$ cat src/rtl/jfpjc_pkg.sv
// Shared constants and state type for the JPEG bit packer.
package jfpjc_pkg;

    localparam int unsigned MAX_CODE_LEN = 27;
    localparam int unsigned WORD_WIDTH   = 32;
    localparam int unsigned FILL_WIDTH   = 6;
    localparam int unsigned ACC_WIDTH    = 64;

    typedef enum logic {
        RUN   = 1'b0,
        DRAIN = 1'b1
    } bit_packer_state_t;

endpackage

$ cat src/rtl/jpeg_bit_packer_byte_lane_swap.sv
// Maps an MSB-first 32-bit stream slice into adapter byte order (stream byte k in lane k).
module byte_lane_swap
    import jfpjc_pkg::*;
(
    input  logic [WORD_WIDTH-1:0] stream,
    output logic [WORD_WIDTH-1:0] lanes
);

    always_comb begin
        lanes = '0;
        for (int unsigned i = 0; i < WORD_WIDTH / 8; i++) begin
            lanes[8*i +: 8] = stream[WORD_WIDTH-1-8*i -: 8];
        end
    end

endmodule

$ cat src/rtl/jpeg_bit_packer.sv
// Packs variable-length codes into MSB-first 32-bit JPEG words with 1-padded flush.
// Optional JPEG_BIT_PACKER_WORD_COUNT_EN adds a 16-bit emitted-word counter output.
module jpeg_bit_packer
    import jfpjc_pkg::*;
(
    input  logic                  clock,
    input  logic                  reset,
    input  logic                  code_valid,
    input  logic [31:0]           code,
    input  logic [4:0]            code_len,
    input  logic                  flush,
    output logic                  busy,
    output logic                  flush_done,
    output logic                  data_out_valid,
`ifdef JPEG_BIT_PACKER_WORD_COUNT_EN
    output logic [15:0]           word_count,
`endif
    output logic [WORD_WIDTH-1:0] data_out
);

    bit_packer_state_t state, next_state;

    logic [ACC_WIDTH-1:0]  acc, acc_next, appended;
    logic [FILL_WIDTH-1:0] fill, fill_next, total;
    logic [4:0]            len_eff;
    logic [31:0]           masked;
    logic [6:0]            shamt;
    logic                  in_run, flush_req;
    logic                  emit, done_next;
    logic [WORD_WIDTH-1:0] stream_slice, lanes;

    assign in_run    = (state == RUN);
    assign flush_req = in_run && flush;
    assign len_eff   = (in_run && code_valid) ? code_len : 5'd0;
    assign masked    = code & ((32'd1 << len_eff) - 32'd1);
    // Valid bits sit at the top of the accumulator; new bits land just below them.
    assign shamt     = 7'd64 - {1'b0, fill} - {2'b00, len_eff};
    assign appended  = acc | ({32'b0, masked} << shamt);
    assign total     = fill + {1'b0, len_eff};

    always_ff @(posedge clock or posedge reset) begin
        if (reset) begin
            state <= RUN;
        end else begin
            state <= next_state;
        end
    end

    always_comb begin
        next_state = state;
        case (state)
            RUN:     if (flush_req && total > 6'd32) next_state = DRAIN;
            DRAIN:   next_state = RUN;
            default: next_state = RUN;
        endcase
    end

    always_comb begin
        acc_next     = acc;
        fill_next    = fill;
        emit         = 1'b0;
        done_next    = 1'b0;
        stream_slice = appended[63:32];
        case (state)
            RUN: begin
                acc_next  = appended;
                fill_next = total;
                if (flush_req) begin
                    done_next = (total <= 6'd32);
                    if (total == 6'd0) begin
                        emit = 1'b0;
                    end else if (total < 6'd32) begin
                        emit         = 1'b1;
                        stream_slice = appended[63:32] | ('1 >> total[4:0]);
                        acc_next     = '0;
                        fill_next    = '0;
                    end else if (total == 6'd32) begin
                        emit      = 1'b1;
                        acc_next  = '0;
                        fill_next = '0;
                    end else begin
                        emit      = 1'b1;
                        acc_next  = {appended[31:0], 32'b0};
                        fill_next = total - 6'd32;
                    end
                end else if (total >= 6'd32) begin
                    emit      = 1'b1;
                    acc_next  = {appended[31:0], 32'b0};
                    fill_next = total - 6'd32;
                end
            end
            DRAIN: begin
                emit         = 1'b1;
                done_next    = 1'b1;
                stream_slice = acc[63:32] | ('1 >> fill[4:0]);
                acc_next     = '0;
                fill_next    = '0;
            end
            default: begin
                acc_next  = '0;
                fill_next = '0;
            end
        endcase
    end

    byte_lane_swap u_swap (
        .stream (stream_slice),
        .lanes  (lanes)
    );

    always_ff @(posedge clock or posedge reset) begin
        if (reset) begin
            acc            <= '0;
            fill           <= '0;
            data_out       <= '0;
            data_out_valid <= 1'b0;
            flush_done     <= 1'b0;
            busy           <= 1'b0;
        end else begin
            acc            <= acc_next;
            fill           <= fill_next;
            data_out_valid <= emit;
            flush_done     <= done_next;
            busy           <= (next_state == DRAIN);
            if (emit) data_out <= lanes;
        end
    end

`ifdef JPEG_BIT_PACKER_WORD_COUNT_EN
    always_ff @(posedge clock or posedge reset) begin
        if (reset) begin
            word_count <= '0;
        end else if (emit) begin
            word_count <= word_count + 16'd1;
        end
    end
`endif

endmodule

$ cat config.mk
export PLATFORM = sky130hd
export DESIGN_NAME = jpeg_bit_packer
export DESIGN_NICKNAME = d
export VERILOG_FILES = /design/src/rtl/jfpjc_pkg.sv /design/src/rtl/jpeg_bit_packer_byte_lane_swap.sv /design/src/rtl/jpeg_bit_packer.sv
export SDC_FILE = /design/constraint.sdc
export NUM_CORES = 1
export LEC_CHECK = 0
export CORE_UTILIZATION = 55
export CTS_BUF_LIST = sky130_fd_sc_hd__clkbuf_16
export DETAILED_ROUTE_END_ITERATION = 6
export HOLD_SLACK_MARGIN = 0.05
export PLACE_DENSITY = 0.76
export SYNTH_ARGS = -nofsm -noshare
export SYNTH_HDL_FRONTEND = slang
export SYNTH_SLANG_ARGS = --single-unit
$ cat constraint.sdc
create_clock -name clock -period 9.6 [get_ports clock]
set_clock_uncertainty 0.2 [all_clocks]
set_input_delay 2.4 -clock clock [delete_from_list [all_inputs] [get_ports clock]]
set_output_delay 2.4 -clock clock [all_outputs]
set_load 0.03 [all_outputs]
==> impl_metrics.json <==
{
  "grt_max_degree": 73,
  "regArea_um2": 2630,
  "ios": 76,
  "r2r_end": "data_out[28]",
  "clk_path_buf_depth": 2,
  "drtIter0Drc": 1983,
  "yosys.area_share.simple_pct": 24.0,
  "min_from": "acc[12]",
  "grt_first_pass_wirelength_mm": 62.2,
  "htree_levels": 3,
  "synth_warnings": 0,
  "via_count": 11300,
  "yosysSeqAreaShare_pct": 27.4,
  "cp_common_cell": "nand2_1",
  "holdPathEnd": "acc[12]",
  "synth_largest_area_cell": "dfrtp_1",
  "rsz0062_at_grt": "no",
  "min_period_ns": 7.75,
  "drtPass1Iterations": 6,
  "setup_tns_ns": 0,
  "syn_area_per_cell_um2": 7.72,
  "finalSetupViolCount": 0,
  "place_congestion": 1.04,
  "setup_ws_ns": 1.85,
  "synth_top_family_by_area": "compound AO/OA/AOI/OAI gates",
  "tightest_slew_ns": 1.36,
  "globalRouteOverflowTotal": 0,
  "worstHoldPathType": "register to register",
  "drive_above_1_share_pct": 8.03,
  "area_delta_synth_final_pct": 13.4,
  "drc": 0,
  "cp-end-kind": "register",
  "grt_pass1_vias": 10200,
  "n_antenna_cell": 0,
  "synth_fa_ha_area_share_pct": 2.59,
  "synth-compound-area-share_pct": 36.0,
  "synth_nets": 1301,
  "min_path_cells": 2,
  "reg2reg_depth": 15,
  "crit_type": "primary input to register",
  "multi_input_area_um2": 6510,
  "timing.final.crit_share_pct": 80.8,
  "viasPerCell": 7.61,
  "start_kind": "primary input",
  "dp_slack_ns": 1.80,
  "rrSetupSlack_ns": 3.97,
  "synth_xor_area_share_pct": 1.37,
  "cts-root-buf": "clkbuf_16",
  "synth_cell_types": 97,
  "cts_inserted_buffers": 9,
  "routed_wl_mm": 41.1,
  "portBuffers": 74,
  "hold_viol": 0,
  "hold_buffers": 0,
  "arrival_ns": 7.81,
  "antenna_found_initial": 0,
  "nets": 1324,
  "outcome": "finished clean",
  "synth_top_area_share_pct": 27.4,
  "die_area_um2": 18000,
  "synthArstFlopShare_pct": 100,
  "dieHeight_um": 134,
  "synth_area_leaders": "dfrtp_1 27%, nor2_1 5.4%, a21oi_1 4.8%, nand2_1 4.5%, clkbuf_1 2.9%",
  "slowest_delay_ns": 1.05,
  "slew_headroom_pct": 9.22,
  "start_util_pct": 57.0,
  "ant_nets": 0,
  "design.core.area_um2": 16800,
  "place_hpwl_mm": 30.1,
  "drv_slew": 0,
  "cts_num_sinks": 105,
  "max_freq_mhz": 129,
  "gr-usage-all-layers_pct": 46.1,
  "fill_cells": 1551,
  "rows": 47,
  "cts_setup_buffers": 0,
  "synth-seq-cells": 105,
  "die_w_um": 134,
  "post_cts_resized": 0,
  "post_drt_wl_per_cell_um": 27.6,
  "synth_ff_type": "dfrtp_1",
  "synth_area_um2": 9580,
  "layout.cells.most_common": "nor2_1",
  "crit_path_max_fanout": 24,
  "cts_tree": "yes",
  "insertion_delay_ns": 0.36,
  "crit_required_ns": 9.66,
  "timing.rr.start": "busy",
  "path_cells": "clkdlybuf4s50_1 -> buf_4 -> nor2b_1 -> buf_4 -> nand2_1 -> inv_1 -> ha_1 -> inv_1 -> fa_1 -> nor2b_1 -> nand2_1 -> a211oi_1 -> nor3_1 -> nor2_1 -> nand2_1 -> o21a_1",
  "clkTransAtPathRegs_ns": 0.08,
  "synth_edf_count": 0,
  "muxShareOfSynthArea_pct": 3.13,
  "layout_common_cells": "138 x nor2_1, 114 x nand2_1, 105 x dfrtp_1, 92 x a21oi_1, 74 x clkdlybuf4s50_1",
  "cp_slowest_cell": "nor2_1",
  "postSynthCellCount": 1242,
  "maxCapViolations": 0
}
## cell families (layout without fill, tap and decap cells)
kind of cell,count (synthesis),after routing
AO/OA/AOI/OAI,482,482
adder cells (fa/ha/maj),18,18
other,1,1
flip-flops,105,105
buffers and inverters,129,157
XOR/XNOR,15,15
AND/OR/NAND/NOR,463,463
multiplexers,29,29
## worst max-delay path by stage
stage | from | to | slack [ns] | cells after the start
floorplan | code_valid | data_out[31] | 3.21 | 15
global placement | code_valid | data_out[28] | 1.91 | 16
detailed placement | code_valid | data_out[28] | 1.80 | 16
CTS | code_valid | data_out[28] | 2.13 | 16
global route | code_valid | acc[59] | 1.69 | 17
finish | code_valid | data_out[28] | 1.85 | 16
## cells in the mapped netlist, drive strengths merged (6+ instances only)
cell and n:
a22oi 7, o21ai 58, a221o 8, a311o 7
nor4 7, nand2b 11, o21a 20, a21o 17
o211ai 17, inv 28, o32ai 21, a211o 13
nand4 14, a221oi 19, mux2i 21, a211oi 24
a311oi 8, and3 12, nor2b 17, and2 15
a2111oi 10, o32a 6, a21oi 92, mux2 8
nand3 35, buf 23, o31ai 17, nor2 138
nor3 42, or4 6, or3 13, nand2 114
ha 15, o221ai 7, a31oi 39, xnor2 10
clkbuf 75, dfrtp 105, o22ai 28
## metal layers
metal,vias up,GRT usage (%),wire [um],share of wire (%)
li1,4842,-,-,-
met1,5370,63.1,15700,38
met2,979,65.1,17000,41
met3,143,17.5,6770,16
met4,2,17.1,1570,3.8
met5,-,3.61,85,0.21
## through the flow
step	cell area, um2	hold slack [ns]	instances	utilization, %
2_1_floorplan	9580	0.249	1242	-
3_3_place_gp	10500	0.259	1474	62.7
3_5_place_dp	10500	0.269	1474	62.7
4_1_cts	10900	0.287	1490	64.6
5_1_grt	10900	0.302	1490	64.6
6_report	10900	0.280	1490	64.6
## worst max-delay path: cells and delay by family
family                     cells  cell delay [ns]
buffers and inverters          5             1.06
AOI/OAI and AO/OA              2             0.86
and+or+nand+nor                7             2.39
adders and majority gates      2             1.09
## cell type report
type / instances / area share [%]
timing repair buffer: 110 / 9.30
clock buffer: 9 / 2.07
sequential: 105 / 24.2
multi-input combinational: 1008 / 59.9
inverter: 31 / 1.09
clock inverter: 7 / 0.932
tap: 220 / 2.53
## flip-flops by register name, summed over array words and instances, names as in the netlist
signal / count
acc: 64
flush_done: 1
fill: 6
data_out: 32
data_out_valid: 1
busy: 1
Power is left out: the tool's default activity adds up to more than one toggle a clock period on the data nets, which glitch-free logic cannot reach.
